`src/rtl/traffic_ctrl_np.sv`:
```
// traffic_ctrl_np - multi-phase traffic-light controller.
//
// Serves NPH mutually conflicting phases in round-robin order. Phases with
// no latched demand are skipped, and green is extended indefinitely while no
// other phase is waiting. All state changes happen on timer ticks. The ticks
// come from a programmable prescaler, or occur every cycle when TEST=1.
//
// Ports:
//   CK     in   clock, rising edge
//   CLRN   in   asynchronous active-low reset
//   FM     in   [NPH] per-phase demand sensors (level, synchronous to CK)
//   TEST   in   1 = tick every cycle, prescaler bypassed and held at 0
//   FLASH  in   (FLASH_MODE_EN only) 1 = flashing-yellow mode
//   GRN    out  [NPH] green lamps
//   YLW    out  [NPH] yellow lamps
//   RED    out  [NPH] red lamps
//   PHASE  out  index of the phase owning green/yellow
//   TICK   out  one-cycle timer tick strobe
//
// Optional feature macro: FLASH_MODE_EN adds the FLASH input and FLSH state.
module traffic_ctrl_np #(
  parameter int NPH      = 2,
  parameter int PRESCALE = 200,
  parameter int TW       = 4,
  parameter int T_GRN    = 12,
  parameter int T_YLW    = 3,
  parameter int T_ALLRED = 1
) (
  input  logic                                  CK,
  input  logic                                  CLRN,
  input  logic [NPH-1:0]                        FM,
  input  logic                                  TEST,
`ifdef FLASH_MODE_EN
  input  logic                                  FLASH,
`endif
  output logic [NPH-1:0]                        GRN,
  output logic [NPH-1:0]                        YLW,
  output logic [NPH-1:0]                        RED,
  output logic [((NPH > 1) ? $clog2(NPH) : 1)-1:0] PHASE,
  output logic                                  TICK
);

  localparam int PW  = (NPH > 1) ? $clog2(NPH) : 1;
  localparam int PSW = $clog2(PRESCALE);
  localparam logic [PSW-1:0] PRESC_MAX = PSW'(PRESCALE - 1);
  localparam logic [NPH-1:0] ONE_HOT0  = {{(NPH-1){1'b0}}, 1'b1};

`ifdef FLASH_MODE_EN
  typedef enum logic [1:0] {S_ALLRED = 2'd0, S_GREEN = 2'd1, S_YELLOW = 2'd2, S_FLSH = 2'd3} state_t;
`else
  typedef enum logic [1:0] {S_ALLRED = 2'd0, S_GREEN = 2'd1, S_YELLOW = 2'd2} state_t;
`endif

  state_t          state, state_nxt;
  logic [PW-1:0]   phase, phase_nxt, rr_phase, cand;
  logic [TW-1:0]   timer, timer_nxt;
  logic            first, first_nxt;
  logic [NPH-1:0]  demand, demand_nxt, ph_mask, clr_mask;
  logic [PSW-1:0]  presc;
  logic            tick, foreign, enter_green;
  int              sum;
`ifdef FLASH_MODE_EN
  logic            flash_on, flash_on_nxt;
`endif

  assign tick    = TEST | (presc == PRESC_MAX);
  assign TICK    = tick;
  assign PHASE   = phase;
  assign ph_mask = ONE_HOT0 << phase;
  assign foreign = |(demand & ~ph_mask);

  // Prescaler: wraps at PRESCALE-1; parked at 0 while TEST bypasses it.
  always_ff @(posedge CK or negedge CLRN) begin
    if (!CLRN) begin
      presc <= '0;
    end else if (TEST || presc == PRESC_MAX) begin
      presc <= '0;
    end else begin
      presc <= presc + PSW'(1);
    end
  end

  // Round-robin search starting after the current phase. Iterating from the
  // farthest candidate down lets the nearest demanded phase win.
  always_comb begin
    rr_phase = phase;
    cand     = phase;
    sum      = 0;
    for (int k = NPH - 1; k >= 1; k--) begin
      sum = int'(phase) + k;
      if (sum >= NPH) sum = sum - NPH;
      cand = PW'(sum);
      if (demand[cand]) rr_phase = cand;
    end
  end

  // Next-state logic; only TICK cycles move the FSM.
  always_comb begin
    state_nxt   = state;
    phase_nxt   = phase;
    timer_nxt   = timer;
    first_nxt   = first;
    enter_green = 1'b0;
`ifdef FLASH_MODE_EN
    flash_on_nxt = flash_on;
`endif
    if (tick) begin
      case (state)
        S_ALLRED: begin
          if (timer != '0) begin
            timer_nxt = timer - TW'(1);
          end else begin
            enter_green = 1'b1;
            state_nxt   = S_GREEN;
            timer_nxt   = TW'(T_GRN - 1);
            first_nxt   = 1'b0;
            phase_nxt   = first ? '0 : rr_phase;
          end
        end
        S_GREEN: begin
          if (timer != '0) begin
            timer_nxt = timer - TW'(1);
          end else if (foreign) begin
            state_nxt = S_YELLOW;
            timer_nxt = TW'(T_YLW - 1);
          end
        end
        S_YELLOW: begin
          if (timer != '0) begin
            timer_nxt = timer - TW'(1);
          end else begin
            state_nxt = S_ALLRED;
            timer_nxt = TW'(T_ALLRED - 1);
          end
        end
`ifdef FLASH_MODE_EN
        S_FLSH: begin
          state_nxt = S_ALLRED;
          timer_nxt = TW'(T_ALLRED - 1);
          first_nxt = 1'b1;
        end
`endif
        default: state_nxt = S_ALLRED;
      endcase
`ifdef FLASH_MODE_EN
      // FLASH overrides whatever the normal sequence decided.
      if (FLASH) begin
        state_nxt    = S_FLSH;
        phase_nxt    = phase;
        timer_nxt    = timer;
        first_nxt    = first;
        enter_green  = 1'b0;
        flash_on_nxt = (state == S_FLSH) ? ~flash_on : 1'b1;
      end
`endif
    end
  end

  // Demand latches: clearing the phase being granted green wins over a
  // simultaneous sensor hit.
  always_comb begin
    clr_mask   = enter_green ? (ONE_HOT0 << phase_nxt) : '0;
    demand_nxt = (demand | FM) & ~clr_mask;
  end

  // State registers.
  always_ff @(posedge CK or negedge CLRN) begin
    if (!CLRN) begin
      state  <= S_ALLRED;
      phase  <= '0;
      timer  <= TW'(T_ALLRED - 1);
      first  <= 1'b1;
      demand <= '0;
`ifdef FLASH_MODE_EN
      flash_on <= 1'b0;
`endif
    end else begin
      state  <= state_nxt;
      phase  <= phase_nxt;
      timer  <= timer_nxt;
      first  <= first_nxt;
      demand <= demand_nxt;
`ifdef FLASH_MODE_EN
      flash_on <= flash_on_nxt;
`endif
    end
  end

  // Lamp decode from registered state only.
  always_comb begin
    GRN = '0;
    YLW = '0;
    RED = '1;
    case (state)
      S_GREEN: begin
        GRN = ph_mask;
        RED = ~ph_mask;
      end
      S_YELLOW: begin
        YLW = ph_mask;
        RED = ~ph_mask;
      end
`ifdef FLASH_MODE_EN
      S_FLSH: begin
        RED = '0;
        YLW = {NPH{flash_on}};
      end
`endif
      default: ;
    endcase
  end

endmodule

```
`config.mk`:
```
export PLATFORM = sky130hd
export DESIGN_NAME = traffic_ctrl_np
export DESIGN_NICKNAME = d
export VERILOG_FILES = /design/src/rtl/traffic_ctrl_np.sv
export SDC_FILE = /design/constraint.sdc
export NUM_CORES = 1
export LEC_CHECK = 0
export ABC_AREA = 0
export CORE_ASPECT_RATIO = 1.25
export CORE_UTILIZATION = 57
export CTS_CLUSTER_DIAMETER = 60
export DETAILED_ROUTE_END_ITERATION = 6
export GPL_ROUTABILITY_DRIVEN = 0
export GPL_TIMING_DRIVEN = 0
export PLACE_DENSITY_LB_ADDON = 0.2
export SLEW_MARGIN = 20
export SYNTH_ARGS = -nofsm -noshare
export SYNTH_HDL_FRONTEND = slang
export SYNTH_SLANG_ARGS = --single-unit
```
`constraint.sdc`:
```
create_clock -name CK -period 3 [get_ports CK]
set_clock_uncertainty 0.1 [all_clocks]
set_input_delay 0.45 -clock CK [delete_from_list [all_inputs] [get_ports CK]]
set_output_delay 0.45 -clock CK [all_outputs]
set_load 0.01 [all_outputs]
```
* After elaboration in Yosys (flattened, before gate mapping)
Cells that the tools add are included.
** Operators by class
- Shift-type cells :: 2
- $lt $le $gt $ge :: 2
- $add $sub $neg :: 4
- Equal/unequal tests :: 8
- Bitwise logic cells :: 7
- Muxes and demuxes :: 26
- Reductions and logical operators :: 9
** Operator list (number)
- $mux W2 :: 8
- $mux W4 :: 4
- $pmux W4 S3 :: 1
- $mux W1 :: 11
- $add A8 B1 Y8 const B :: 1
- $eq A8 B8 Y1 const B :: 1
- $mux W8 :: 1
- $ne A2 B2 Y1 const B :: 4
- $pmux W2 S3 :: 1
- $reduce_and A3 Y1 :: 2
- $reduce_and A5 Y1 :: 1
- $and A2 B2 Y2 :: 2
- $not A2 Y2 :: 2
- $reduce_bool A4 Y1 :: 1
- $reduce_or A2 Y1 :: 2
- $shl A1 B1 Y2 const A :: 2
- $sub A4 B1 Y4 const B :: 1
- $ne A3 B3 Y1 const B :: 1
- $reduce_bool A3 Y1 :: 1
- $add A1 B1 Y2 const B :: 1
- $eq A2 B1 Y1 const B :: 1
- $eq A2 B2 Y1 const B :: 1
- $ge A2 B2 Y1 const B :: 1
- $logic_not A2 Y1 :: 1
- other kinds (6) :: 6
** Word-level totals
- Output and inout port bits :: 8
- Register bits after elaboration :: 18
- Logic and storage cells :: 64

* Logic depth before layout (Yosys ltp)
Gate-level depths: netlist of run 1.
- Depth in word-level cells :: 14
- Gate-level depth with buffers :: 7
- Depth with buffers taken out :: 6

* Worst setup path after synthesis of run 1
Ideal clock, no wire load.
- Path type :: register -> register
- Start :: register timer[0]
- End :: register timer[1]
- Required time :: 2.775 ns
- Stages on the path, launching flop included :: 7
- Library setup time :: 0.125 ns
- Data arrival time :: 1.672 ns
- Path buffers :: 0
- Path slack :: 1.103 ns
- Path through :: dfrtp_1 > inv_1 > ha_1 > nor3b_2 > a31oi_1 > nand2_1 > mux2_2
** Between the ends
- Cells in the longest elaborated chain, start to end :: 3
- Elaborated cells between the ends (all ways) :: 8
- Classes of those cells :: add/sub (1); eq/ne (1); mux (4); reduce/logical (2)
** RTL lines
- start, declared :: line 56 : logic [TW-1:0] timer, timer_nxt;
- start signal, assigned :: line 171 : timer <= TW'(T_ALLRED - 1);
- start signal, assigned :: line 180 : timer <= timer_nxt;
- $sub A4 B1 Y4 / $reduce_bool A4 Y1 (equally long branches)
- $mux W4 (tied with other cells) :: line 129 : if (timer != '0) begin
- $pmux W4 S3 / $reduce_and A3 Y1 (equally long branches)
Several ways; a longest one is shown, not always the timed one.
A chain may end at the register's enable or synchronous reset.

* Final worst setup path of run 1
- Start :: register presc[0]
- End :: output port TICK
** Between the ends
- Cells in the longest elaborated chain, start to end :: 2
** RTL lines
- start, declared :: line 59 : logic [PSW-1:0] presc;
- start signal, assigned :: line 79 : presc <= presc + PSW'(1);
- $eq A8 B8 Y1 :: line 66 : assign tick = TEST | (presc == PRESC_MAX);
- $or A1 B1 Y1 :: line 66
- end, declared :: line 40 : output logic TICK
No other way between the ends.

==> impl_results.md, run 1 <==
* Setup TNS at 0 ns
* CTS Buf Count at 3
* Area growth syn-to-layout at 16.3%
* H-tree depth at 1
* Sw Pwr at 408 uW
* Syn_area_per_cell at 10.3 um^2
* Finished Cell Area at 0.00121 mm^2
* Clk pin slew, worst setup/hold paths at 0.10 ns
* Final Max Tran Viols at 0
* WP data arrival at 2.27 ns
* Ys async rst share at 100%
* Max_slew headroom at 48.1%
* Tmin final at 2.82 ns
* Placement Cell Area at 0.00118 mm^2
* Final core occ at 73.5%
* Critical path startpoint category: flip-flop
* CTS tree: built
* Maxcap violations at 0
* Synthesized area at 0.00104 mm^2
* Seq/Total Area, Yosys at 43.5%
* Comb power frac at 55.0%
* Synthesized instance count at 101
* Count of unique library cells instantiated by Yosys at 32
* GRT Overall Usage at 21.2%
* Sequential share of power at 32.8%
* Worst-Skew Late Latency at 0.30 ns
* Synth area leaders: dfrtp_1 41%, ha_1 8.4%, nor2_1 4.3%
* Core Region at 0.00164 mm^2
* Post-route ant nets at 0
* TritonCTS Sinks at 18
* Initial detailed-routing violation count at 6
* Layout cells sized above 1 at 10.3%
* Vias per cell at 5.79
* Achievable Freq at 355 MHz
* # IOs at 13
* Drt first pass iters at 4
* Cell Pwr Density at 866 mW/mm^2
* Cell Rows at 16
* Cell-internal power at 637 uW
* Top post-synthesis cells by count: 17 x dfrtp_1, 12 x nor2_1, 11 x inv_1
* Clock power frac at 12.2%
* Critical path's slowest cell: clkdlybuf4s50_1
* Critical-path cell list: ha_1, nand4_2, o41ai_4, buf_4, clkdlybuf4s50_1
* Gr ovfl total at 0
* Antenna violations before repair at 0
* Synthesized Nets at 113
* Synth warn at 0
* WP data required at 2.45 ns
* CTS resizes at 0
* Die area at 0.00200 mm^2
* Die width at 40.2 um
* Hold bufs inserted after CTS at 0
* Residual DRC at 0
* Status: completed
* Routed len/inst at 13.4 um
* Worst-case clock buffer depth at 2
* Top-count cell post-synth: dfrtp_1
* Final setup viols at 0
* Starting Density at 63.2%
* Post-route setup slack at 0.181 ns
* Largest net degree at the start of global routing at 19
* Post-synth EDFFs at 0
* Synth Flop Type: dfrtp_1
* First-pass GRT wire length at 2920 um
* VDD IR max at 740 uV
* Place WS at 0.493 ns
* Fin nets at 130
* Fin Hold WS at 0.359 ns
* Final hold violations at 0
* Period utilization at 94.0%
* RSZ-0062 raised after global routing: no
* Peak fanout along the critical path at 10
* Cell family with most CP delay: buffers and inverters
* Number of global-route vias before repair at 726
* Switching portion of total power at 39.0%
* Port-buffer cells at 12
* Cell taking the most area after synthesis: dfrtp_1
* CP peak stage delay at 0.55 ns
* Synth top area share at 41.0%
* Crit end category: output pin
* Final wirelength at 1810 um
* P_leak at 0.567 nW
* Antenna cells at 0
* HPWL after detailed placement at 1340 um
* Vias after detailed routing at 782
* Worst path bufs/invs at 2
* Die height at 49.7 um
* Root buffer cell: clkbuf_4
* #FFs+latches synth at 18
* Worst-Margin Slew at 0.776 ns
* Worst Hold Class: flip-flop to flip-flop
* Type of the worst setup path: flip-flop to output pin
* Post-CTS setup buffers at 0
==> power groups by stage <==
stage	registers, mW	logic [mW]	clock network, mW
after CTS	0.341	0.574	0.132
final	0.343	0.575	0.128
after floorplan	0.341	0.395	0
after global routing	0.349	0.644	0.142
after global placement	0.344	0.554	0
after detailed placement	0.346	0.572	0
==> worst reg2reg max path, cell delays in order, from the launching register on <==
cell and delay, ns:
dfrtp_1 0.41, inv_1 0.11, ha_1 0.17, nor3b_2 0.47
a31oi_1 0.27, nand2_1 0.20, mux2_2 0.35
==> cells by family after synthesis <==
kind of cell / after synthesis / share of synthesized area [%]
AO/OA/AOI/OAI: 16 / 13.6
multiplexers: 6 / 6.15
flip-flops: 18 / 43.5
buffers and inverters: 14 / 5.91
XOR/XNOR: 6 / 5.07
AND/OR/NAND/NOR: 34 / 17.2
adder cells (fa/ha/maj): 7 / 8.44
==> worst paths after layout <==
path / startpoint / to / slack [ns] / depth (start not counted)
max: presc[0] / TICK / 0.18 / 5
min: presc[0] / presc[0] / 0.36 / 1
max reg2reg: timer[0] / timer[1] / 0.82 / 6
min reg2reg: presc[0] / presc[0] / 0.36 / 1
max in group asynchronous: CLRN / PHASE / 1.82 / 1
min in group asynchronous: CLRN / presc[3] / 0.50 / 1
==> per-layer routing <==
layer / global-route usage, % / share of wire (%) / vias up
met3: 4.05 / 2.0 / 4
li1: - / - / 381
met1: 25.8 / 45 / 390
met5: 0 / 0 / -
met2: 33.1 / 50 / 7
met4: 12.1 / 2.9 / 0
==> state kept, by name (all words and copies together), names as in the netlist <==
signal	cells
state	2
demand	2
PHASE	1
first	1
timer	4
presc	8
==> cells in the final DEF (no fill, tap or decap), types with 2 or more instances in the layout <==
cell type / instances
a31oi_1: 2
ha_1: 7
nand2_1: 3
clkbuf_4: 3
clkdlybuf4s50_1: 12
a41oi_1: 3
dfrtp_1: 17
mux2_2: 2
xor2_1: 4
buf_4: 2
nor3_1: 2
o21ai_0: 3
inv_1: 11
and2_1: 3
nand3_1: 5
nor2_1: 12
mux2i_1: 3
xnor2_1: 2
and3_1: 2
nor2b_1: 4
==> stage by stage <==
stage / cells / power [mW]
finish: 135 / 1.04
global placement: 131 / 0.898
CTS: 135 / 1.05
global route: 135 / 1.13
detailed placement: 131 / 0.918
floorplan: 101 / 0.736
==> layout make-up <==
type,count,area [um^2]
plain buffers,3,20.0
inverters,11,41.3
flip-flops and latches,18,452
well taps,18,22.5
clock buffers,4,26.3
repair buffers,12,120
multi-input cells,69,524
fillers,112,435
No activity file was read; power rests on OpenSTA's default activity.
==> run 2: changes to the inputs <==
--- a/config.mk
+++ b/config.mk
@@ -13,7 +13,6 @@
 export GPL_ROUTABILITY_DRIVEN = 0
 export GPL_TIMING_DRIVEN = 0
 export PLACE_DENSITY_LB_ADDON = 0.2
-export SLEW_MARGIN = 20
 export SYNTH_ARGS = -nofsm -noshare
 export SYNTH_HDL_FRONTEND = slang
 export SYNTH_SLANG_ARGS = --single-unit
==> results of run 2 <==
Final layout, timing and power as in run 1 (identical DEF).
==> run 3: changes to the inputs <==
--- a/config.mk
+++ b/config.mk
@@ -12,7 +12,7 @@
 export DETAILED_ROUTE_END_ITERATION = 6
 export GPL_ROUTABILITY_DRIVEN = 0
 export GPL_TIMING_DRIVEN = 0
-export PLACE_DENSITY_LB_ADDON = 0.2
+export PLACE_DENSITY = 0.86
 export SYNTH_ARGS = -nofsm -noshare
 export SYNTH_HDL_FRONTEND = slang
 export SYNTH_SLANG_ARGS = --single-unit
==> run 3 against run 2 <==
Worst hold slack improved by 0.0045 ns. Combinational power rose by 1%. Sequential power barely moved. First-iteration DRC count rose by 67%. Global-route usage rose by 0.57 points. Die area did not move. Register-to-register slack got worse by 0.07 ns. Non-clock buffer count did not move.
==> impl_results.md, run 3 (synthesized netlist as in run 1, its figures left out) <==
* Status: completed (unchanged)
* Residual DRC at 0 (unchanged)
* Commonest non-fill, non-tap cell in the layout: dfrtp_1 (unchanged)
* Die area at 0.00200 mm^2 (unchanged)
* Type of the worst setup path: flip-flop to output pin (unchanged)
* Area growth syn-to-layout at 17.3% (was 16.3%)
* Gr ovfl total at 0 (unchanged)
* Largest register FFs at 8 (unchanged)
* RSZ-0062 raised after global routing: no (unchanged)
* Clk pin slew, worst setup/hold paths at 0.11 ns (was 0.10 ns)
* Worst Hold Class: flip-flop to flip-flop (unchanged)
* Top Registers: presc: 8 flops, timer: 4 flops (unchanged)
* Routed len/inst at 14.3 um (was 13.4 um)
* Hold bufs inserted after CTS at 0 (unchanged)
* Cell Pwr Density at 885 mW/mm^2 (was 866 mW/mm^2)
* Drt first pass iters at 4 (unchanged)
* Crit end category: output pin (unchanged)
* CTS resizes at 0 (unchanged)
* H-tree depth at 1 (unchanged)
* Achievable Freq at 356 MHz (was 355 MHz)
* Critical path's slowest cell: clkdlybuf4s50_1 (unchanged)
* Final hold violations at 0 (unchanged)
* Fin Hold WS at 0.363 ns (was 0.359 ns)
* VDD IR max at 633 uV (was 740 uV)
* Reg with most FFs: presc (unchanged)
* CTS Buf Count at 3 (unchanged)
* Final setup viols at 0 (unchanged)
* Die height at 49.7 um (unchanged)
* Antenna violations before repair at 0 (unchanged)
* Peak fanout along the critical path at 10 (unchanged)
* Worst-case clock buffer depth at 2 (unchanged)
* Worst-Skew Late Latency at 0.28 ns (was 0.30 ns)
* P_leak at 0.573 nW (was 0.567 nW)
* Antenna cells at 0 (unchanged)
* Tmin final at 2.81 ns (was 2.82 ns)
* Post-route ant nets at 0 (unchanged)
* Critical-path cell list: ha_1, nand4_2, o41ai_4, buf_4, clkdlybuf4s50_1 (unchanged)
* Worst-Margin Slew at 0.794 ns (was 0.776 ns)
* Starting Density at 63.2% (unchanged)
* Maxcap violations at 0 (unchanged)
* Cell family with most CP delay: buffers and inverters (unchanged)
* Die width at 40.2 um (unchanged)
* TritonCTS Sinks at 18 (unchanged)
* First-pass GRT wire length at 3010 um (was 2920 um)
* Setup TNS at 0 ns (unchanged)
* Post-CTS setup buffers at 0 (unchanged)
* Cell Rows at 16 (unchanged)
* Worst path bufs/invs at 2 (unchanged)
* Period utilization at 93.7% (was 94.0%)
* Port-buffer cells at 12 (unchanged)
* Core Region at 0.00164 mm^2 (unchanged)
* Fin nets at 130 (unchanged)
* Number of global-route vias before repair at 736 (was 726)
* WP data arrival at 2.26 ns (was 2.27 ns)
* Root buffer cell: clkbuf_4 (unchanged)
* WP data required at 2.45 ns (about the same)
* Final Max Tran Viols at 0 (unchanged)
* Critical path startpoint category: flip-flop (unchanged)
* Vias per cell at 5.80 (was 5.79)
* Vias after detailed routing at 783 (was 782)
* CP peak stage delay at 0.54 ns (was 0.55 ns)
* Most frequent cells in the layout: 17 x dfrtp_1, 12 x nor2_1, 12 x clkdlybuf4s50_1 (unchanged)
* GRT Overall Usage at 21.8% (was 21.2%)
* # IOs at 13 (unchanged)
* Final wirelength at 1930 um (was 1810 um)
* Initial detailed-routing violation count at 10 (was 6)
* HPWL after detailed placement at 1350 um (was 1340 um)
* Largest net degree at the start of global routing at 19 (unchanged)
* Layout cells sized above 1 at 11.1% (was 10.3%)
* Max_slew headroom at 46.9% (was 48.1%)
* CTS tree: built (unchanged)
==> run 3: cell counts in the layout (fill, tap and decap cells not counted) <==
Identical to the previous run, type by type.
==> run 3: routing by layer <==
metal  vias to the layer above  wire length (um)  track usage [%]
li1                        380                 -                -
met1                       390               882             26.5
met2                        11               989             37.4
met3                         2                40             4.05
met4                         0                14             5.17
met5                         -                 0                0
==> run 3: through the flow <==
stage / worst slack (ns) / util [%] / cells / instance area (um^2) / power (mW)
3_3_place_gp: 0.538 / 71.9 / 131 / 1180 / 0.897
4_1_cts: 0.205 / 74.1 / 135 / 1220 / 1.08
3_5_place_dp: 0.532 / 71.9 / 131 / 1180 / 0.919
5_1_grt: 0.0845 / 74.1 / 135 / 1220 / 1.15
6_report: 0.188 / 74.1 / 135 / 1220 / 1.08
2_1_floorplan: 1.10 / - / 101 / 1040 / 0.736
==> run 3: worst paths after layout <==
check	cells past startpoint	slack (ns)	endpoint	startpoint
worst max-delay path	5	0.19	TICK	presc[0]
worst min-delay path	1	0.36	presc[0]	presc[0]
worst max register to register	6	0.75	timer[1]	timer[0]
worst min register to register	1	0.36	presc[0]	presc[0]
max in group asynchronous	1	1.80	presc[4]	CLRN
min in group asynchronous	1	0.51	PHASE	CLRN
==> run 3: cell type report <==
type,count,area (um^2)
timing repair buffer,12,120
buffer,3,20.0
clock buffer,4,36.3
multi-input combinational,69,524
tap,18,22.5
inverter,11,41.3
fill,126,425
sequential,18,452
==> run 3: power breakdown <==
part / leakage, nW / internal (mW) / switching [mW]
Combinational: 0.330 / 0.287 / 0.295
Sequential: 0.221 / 0.299 / 0.0462
Clock: 0.0210 / 0.0738 / 0.0763
Total: 0.573 / 0.659 / 0.417
==> run 3: worst register-to-register path: stages (launching register included) <==
cell	delay, ns
dfrtp_1	0.41
inv_1	0.11
ha_1	0.18
nor3b_2	0.51
a31oi_1	0.28
nand2_1	0.21
mux2_2	0.35
